==> src/rtl/mdu_pkg.sv <==
// Shared definitions for the HI/LO multiply/divide issue path: op codes,
// op-class helpers and the issue FSM state encoding.
package mdu_pkg;

    localparam int OP_CODE_W = 4;

    localparam logic [OP_CODE_W-1:0] OP_MULT  = 4'd1;
    localparam logic [OP_CODE_W-1:0] OP_MULTU = 4'd2;
    localparam logic [OP_CODE_W-1:0] OP_MTHI  = 4'd3;
    localparam logic [OP_CODE_W-1:0] OP_MTLO  = 4'd4;
    localparam logic [OP_CODE_W-1:0] OP_MFHI  = 4'd5;
    localparam logic [OP_CODE_W-1:0] OP_MFLO  = 4'd6;
    localparam logic [OP_CODE_W-1:0] OP_DIV   = 4'd7;
    localparam logic [OP_CODE_W-1:0] OP_DIVU  = 4'd8;
    localparam logic [OP_CODE_W-1:0] OP_MADD  = 4'd9;
    localparam logic [OP_CODE_W-1:0] OP_MADDU = 4'd10;

    typedef enum logic [1:0] {
        IDLE,
        ISSUE,
        SETTLE
    } md_state_t;

    // Writers modify HI/LO and therefore go through the MD unit's Start path.
    function automatic logic is_writer(input logic [OP_CODE_W-1:0] op);
        return op inside {OP_MULT, OP_MULTU, OP_MTHI, OP_MTLO,
                          OP_DIV, OP_DIVU, OP_MADD, OP_MADDU};
    endfunction

    function automatic logic is_reader(input logic [OP_CODE_W-1:0] op);
        return op inside {OP_MFHI, OP_MFLO};
    endfunction

    function automatic logic is_long(input logic [OP_CODE_W-1:0] op);
        return op inside {OP_MULT, OP_MULTU, OP_DIV, OP_DIVU, OP_MADD, OP_MADDU};
    endfunction

endpackage

==> src/rtl/mdu_issue_ctrl.sv <==
// E-stage initiator for the HI/LO multiply/divide unit: issues Start with
// registered operands, stalls E on MD hazards and rolls HI/LO back on a kill.
module mdu_issue_ctrl
    import mdu_pkg::*;
#(
    parameter int COMMIT_DEPTH = 2,
    parameter int OP_W         = OP_CODE_W
) (
    input  logic            clk,
    input  logic            reset_n,
    input  logic            md_valid,
    input  logic [OP_W-1:0] md_op,
    input  logic [31:0]     rs_val,
    input  logic [31:0]     rt_val,
    input  logic            pipe_adv,
    input  logic            kill,
    input  logic            busy,
    output logic            start,
    output logic [OP_W-1:0] xalu_op,
    output logic [31:0]     d1,
    output logic [31:0]     d2,
    output logic            rollback,
    output logic            stall_e
);

    localparam int              CNT_W    = $clog2(COMMIT_DEPTH + 1);
    localparam logic [CNT_W-1:0] CNT_LOAD = CNT_W'(COMMIT_DEPTH);

    md_state_t        state;
    md_state_t        state_nxt;
    logic [OP_W-1:0]  op_q;
    logic [CNT_W-1:0] pend_cnt;
    logic             writer;
    logic             reader;
    logic             pending;
    logic             accept;

    assign writer  = is_writer(md_op);
    assign reader  = is_reader(md_op);
    assign pending = (pend_cnt != '0);

    // A writer also waits for the previous writer to commit, so the unit's
    // saved HI/LO copy is never overwritten while a rollback is still possible.
    assign stall_e = md_valid & ((state != IDLE) | busy | (writer & pending));
    assign accept  = md_valid & ~stall_e & ~kill & pipe_adv;

    // NOTE: every output of this block gets a default first so no path through
    // the case statement leaves a variable unassigned and infers a latch.
    always_comb begin
        state_nxt = state;
        start     = 1'b0;
        xalu_op   = '0;
        case (state)
            IDLE: begin
                if (accept && writer) state_nxt = ISSUE;
            end
            ISSUE: begin
                state_nxt = SETTLE;
                start     = ~kill;
                xalu_op   = op_q;
            end
            SETTLE: begin
                // busy is only meaningful one cycle after Start.
                if (!busy) state_nxt = IDLE;
            end
            default: state_nxt = IDLE;
        endcase
        if (state != ISSUE && md_valid && reader && !stall_e) xalu_op = md_op;
    end

    // NOTE: sequential state uses non-blocking assignments so every register
    // samples its inputs from before the edge regardless of statement order.
    always_ff @(posedge clk or negedge reset_n) begin
        if (!reset_n) begin
            state <= IDLE;
        end else begin
            state <= state_nxt;
        end
    end

    always_ff @(posedge clk or negedge reset_n) begin
        if (!reset_n) begin
            op_q <= '0;
            d1   <= '0;
            d2   <= '0;
        end else if (accept && writer) begin
            op_q <= md_op;
            d1   <= rs_val;
            d2   <= rt_val;
        end
    end

    // A kill while an issued writer is still uncommitted restores HI/LO; a kill
    // in ISSUE never reaches here because Start is suppressed.
    always_ff @(posedge clk or negedge reset_n) begin
        if (!reset_n) begin
            pend_cnt <= '0;
            rollback <= 1'b0;
        end else begin
            rollback <= kill & pending;
            if (kill) begin
                pend_cnt <= '0;
            end else if (start) begin
                pend_cnt <= CNT_LOAD;
            end else if (pipe_adv && pending) begin
                pend_cnt <= pend_cnt - CNT_W'(1);
            end
        end
    end

endmodule

==> config.mk <==
export PLATFORM = sky130hd
export DESIGN_NAME = mdu_issue_ctrl
export DESIGN_NICKNAME = d
export VERILOG_FILES = /design/src/rtl/mdu_pkg.sv /design/src/rtl/mdu_issue_ctrl.sv
export SDC_FILE = /design/constraint.sdc
export NUM_CORES = 1
export LEC_CHECK = 0
export BUFFER_PORTS_ARGS = -buffer_cell sky130_fd_sc_hd__buf_2
export CORE_MARGIN = 4
export CORE_UTILIZATION = 49
export CTS_BUF_LIST = sky130_fd_sc_hd__clkbuf_16
export DETAILED_ROUTE_END_ITERATION = 8
export PLACE_DENSITY = 0.85
export SYNTH_ARGS = -nofsm -noshare
export SYNTH_HDL_FRONTEND = slang
export SYNTH_SLANG_ARGS = --single-unit
==> constraint.sdc <==
create_clock -name clk -period 3.5 [get_ports clk]
set_input_delay 0.7 -clock clk [delete_from_list [all_inputs] [get_ports clk]]
set_output_delay 0.7 -clock clk [all_outputs]
set_load 0.01 [all_outputs]
# Word-level counts from Yosys, hierarchy flattened
# Index checks and enable logic that the tools add are counted.
[op_classes]
eq_ne = 15
n_bitwise = 10
add_sub_neg = 1
mux = 9
reduce_logical = 13
[op_table]
columns = ["operator", "n"]
rows = [
  ["$eq A4 B3 Y1 const B", 4],
  ["$eq A4 B4 Y1 const B", 3],
  ["$mux W2", 5],
  ["$eq A4 B2 Y1 const B", 2],
  ["$mux W4", 2],
  ["$reduce_bool A8 Y1", 1],
  ["$and A1 B1 Y1", 6],
  ["$pmux W2 S3", 1],
  ["$reduce_bool A2 Y1", 3],
  ["$logic_and A1 B1 Y1", 5],
  ["$eq A4 B1 Y1 const B", 1],
  ["$ne A2 B2 Y1 const B", 2],
  ["$reduce_bool A3 Y1", 1],
  ["$eq A2 B1 Y1 const B", 1],
  ["$eq A2 B2 Y1 const B", 1],
  ["$logic_not A2 Y1", 1],
  ["$ne A2 B1 Y1 const B", 1],
  ["$not A1 Y1", 2],
  ["$or A1 B1 Y1", 2],
  ["$reduce_and A2 Y1", 1],
  ["$sub A2 B1 Y2 const B", 1],
  ["$logic_not A1 Y1", 1],
  ["$mux W1", 1],
]
[word_totals]
elab_cells = 54
reg_bits = 73

# Depth between registers and ports, before layout
[depth]
depth_word = 12
mapped_depth = 7
ltp_nobuf = 6

# Worst setup path before layout
# OpenSTA, ideal clock, no wires.
[synth_path]
kind = "in2out"
from = "input md_op[1]"
to = "output stall_e"
slack_ns = 1.245
t_required_ns = 2.800
t_arrival_ns = 1.555
path_buffers = 0
stages = 4
path_cell_list = "mux2_1 > a22oi_2 > nand3b_1 > a21boi_0"
[synth_via]
elab_chain_len = 5
elab_cells_between_ends = 12
cone_classes = "8 x eq/ne; 3 x bitwise; 1 x reduce/logical"
[synth_rtl]
columns = ["element", "line", "text"]
rows = [
  ["start: declaration", "mdu_issue_ctrl.sv:12", "input logic [OP_W-1:0] md_op,"],
  ["$eq A4 B1 Y1, or another cell as far along", "mdu_pkg.sv:26", "return op inside {OP_MULT, OP_MULTU, OP_MTHI, OP_MTLO,"],
  ["$reduce_bool A8 Y1 *", "mdu_pkg.sv:26", ""],
  ["$and A1 B1 Y1 *", "mdu_issue_ctrl.sv:44", "assign stall_e = md_valid & ((state != IDLE) | busy | (writer & pending));"],
  ["$or A1 B1 Y1 *", "mdu_issue_ctrl.sv:44", ""],
  ["$and A1 B1 Y1 *", "mdu_issue_ctrl.sv:44", ""],
  ["end: declaration", "mdu_issue_ctrl.sv:23", "output logic stall_e"],
]
# Every way passes the cells marked *; elsewhere a longest branch is shown, timed or not.

# Worst setup path after layout
# Same ends and word-level chain as after synthesis.

==> impl_metrics.env <==
export IMPL_status="completed"
export IMPL_cts_clk_slew_worst_paths_ns=0.06
export IMPL_synth_area_um2=2910
export IMPL_internal_power_mw=2.30
export IMPL_drive_gt1_frac=0.688
export IMPL_fin_crit_sh=0.728
export IMPL_final_max_slew_violation_count=0
export IMPL_htree_levels=3
export IMPL_cp_max_fo=6
export IMPL_synth_ff_type="dfrtp_1"
export IMPL_reg2regPathDepth=5
export IMPL_powerDensity_nw_per_um2=780
export IMPL_initial_core_util=0.516
export IMPL_hp_class="input pin to async pin"
export IMPL_skew_ns=0.00854
export IMPL_net_switching_power_mw=0.863
export IMPL_grt_max_degree=48
export IMPL_reg2reg_from="state[0]"
export IMPL_synth_cell_type_count=28
export IMPL_post_synth_top_area_cell="dfrtp_1"
export IMPL_postCtsSetupBuffers=0
export IMPL_port_buffers=144
export IMPL_antenna_found_initial=0
export IMPL_overflow=0
export IMPL_syn_nets=257
export IMPL_synth_most_common_cell="dfrtp_1"
export IMPL_die_w_um=85.1
export IMPL_drt_pass1_iter_count=4
export IMPL_pwr_share_seq=0.406
export IMPL_max_freq_mhz=392
export IMPL_numCtsBuffers=9
export IMPL_grt_usage=0.190
export IMPL_cts_sinks=73
export IMPL_yosysSeqAreaShare=0.628
export IMPL_first_iter_violations=25
export IMPL_finalSetupViolations=0
export IMPL_max_slew_margin=0.470
export IMPL_tritoncts="built"
export IMPL_finalNetCount=407
export IMPL_hold_buffers=0
export IMPL_place_congestion=0.732
export IMPL_via_per_inst=4.95
export IMPL_totalNegativeSetupSlack_ns=0
export IMPL_syn_mean_instance_area_um2=16.0
export IMPL_cts_root_buf="clkbuf_16"
export IMPL_synth_top_area_frac=0.628
export IMPL_period_minus_slack_ns=2.55
export IMPL_synth_edff_count=0
export IMPL_rsz0062_at_grt="false"
export IMPL_ys_warnings_count=0
export IMPL_drc=0
export IMPL_clk_path_buf_depth=2
export IMPL_p_clk_frac=0.322
export IMPL_wl_per_cell_um=15.9
export IMPL_grt_pass1_vias=2276
export IMPL_hpwlAfterDp_um=4920
export IMPL_ctsResizeCount=0
export IMPL_dp_cells=393
export IMPL_ios=145
export IMPL_area_growth_syn_to_layout_pct=39.3
export IMPL_vias=2026
export IMPL_cp_required_ns=2.80
export IMPL_leakage_nw=2.19
export IMPL_coreArea_um2=5640
export IMPL_finalNonFillerCells=409
export IMPL_worst_pin_slew_ns=0.794
export IMPL_die_area_um2=7240
export IMPL_vdd_ir_drop_max_uv=438
export IMPL_end_kind="output pin"
export IMPL_ys_seq_elements=73
export IMPL_cap_violations=0
export IMPL_worst_setup_path_start_kind="input pin"
export IMPL_critPathArrivalTime_ns=1.85
export IMPL_critPathKind="input pin to output pin"
export IMPL_utilization=0.719
export IMPL_r2r_end="d2[1]"
export IMPL_num_antenna_cells=0
export IMPL_async_reset_ff_frac=1.00
export IMPL_switching_share=0.273
export IMPL_insertion_delay_ns=0.33
export IMPL_netlist_top_cells_count="73 x dfrtp_1, 59 x mux2_2, 9 x mux2_4"
export IMPL_hold_viol_final=0
export IMPL_grt_pass1_wl_um=10700
export IMPL_rows=27
export IMPL_routed_wirelength_um=6520
export IMPL_rrSetupSlack_ns=1.34
export IMPL_ant_nets=0
export IMPL_combPwrFrac=0.271
export IMPL_synth_area_leaders="dfrtp_1 63%, mux2_2 23%, mux2_4 4.6%"
export IMPL_die_h_um=85.1
export IMPL_synth_cells=182
state kept, by name (all words and copies together) (netlist names):
| signal | flops |
|---|---|
| op_q | 4 |
| d1 | 32 |
| d2 | 32 |
| state | 2 |
| pend_cnt | 2 |
| rollback | 1 |
per-layer routing:
metal  wire [um]  global-route usage  part of all wire
met1        2450               0.210              0.38
met2        3440               0.333              0.53
met3         586              0.0748             0.090
met4          46              0.0647            0.0071
met5           0                   0                 0
critical path, stage by stage:
cell and delay, ns:
buf_2 0.15, mux2_1 0.35, a22oi_2 0.20, nand3b_1 0.11
a21boi_0 0.18, buf_2 0.16
stage by stage:
| stage | setup slack, ns | cell area [um2] | power, mW | hold slack, ns |
|---|---|---|---|---|
| finish | 0.950 | 4060 | 3.16 | 0.455 |
| global route | 0.841 | 4060 | 3.34 | 0.511 |
| CTS | 0.937 | 4060 | 3.20 | 0.481 |
| detailed placement | 0.934 | 3720 | 2.17 | 0.487 |
| global placement | 0.990 | 3720 | 2.12 | 0.481 |
| floorplan | 1.24 | 2910 | 1.74 | 0.404 |
layout by cell type (no fill, tap or decap), types with 2 or more instances in the layout:
cell type,n
o21ai_0,2
nor2b_1,3
mux2_4,9
clkinv_2,3
nand2_1,2
clkbuf_16,9
mux2_2,59
bufinv_16,3
inv_1,4
xnor2_1,2
buf_2,144
buf_12,2
a22o_1,2
dfrtp_1,73
nor3_1,2
nor2_1,2
power groups by stage:
stage	sequential [mW]	combinational, mW	clock [mW]
after global placement	1.28	0.840	0
final	1.29	0.858	1.02
after floorplan	1.43	0.313	0
after detailed placement	1.30	0.875	0
after CTS	1.29	0.879	1.03
after global routing	1.33	0.933	1.08
how the worst max path moves through the flow:
stage	startpoint	end	slack, ns	cells after the start
floorplan	md_op[1]	stall_e	1.24	4
global placement	md_op[1]	d1[10]	0.99	6
detailed placement	md_op[1]	d1[18]	0.93	6
CTS	md_op[1]	stall_e	0.94	6
global route	md_op[1]	stall_e	0.84	6
finish	md_op[1]	stall_e	0.95	6
cells by family after synthesis:
kind of cell	Yosys count	synth area share
xor gates and xnor gates	2	0.00602
muxes	69	0.279
DFF	73	0.628
AOI/OAI and AO/OA	9	0.0228
and+or+nand+nor	17	0.0391
adders and majority gates	1	0.00430
buffers and inverters	11	0.0215
cell type report:
cell class,count,area (um2)
clock buffer,9,225
clock inverter,7,109
fill,412,1590
inverter,4,15.0
multi-input combinational,98,1030
sequential,73,1830
tap,72,90.1
timing repair buffer,146,761
(Power assumes the default switching activity.)
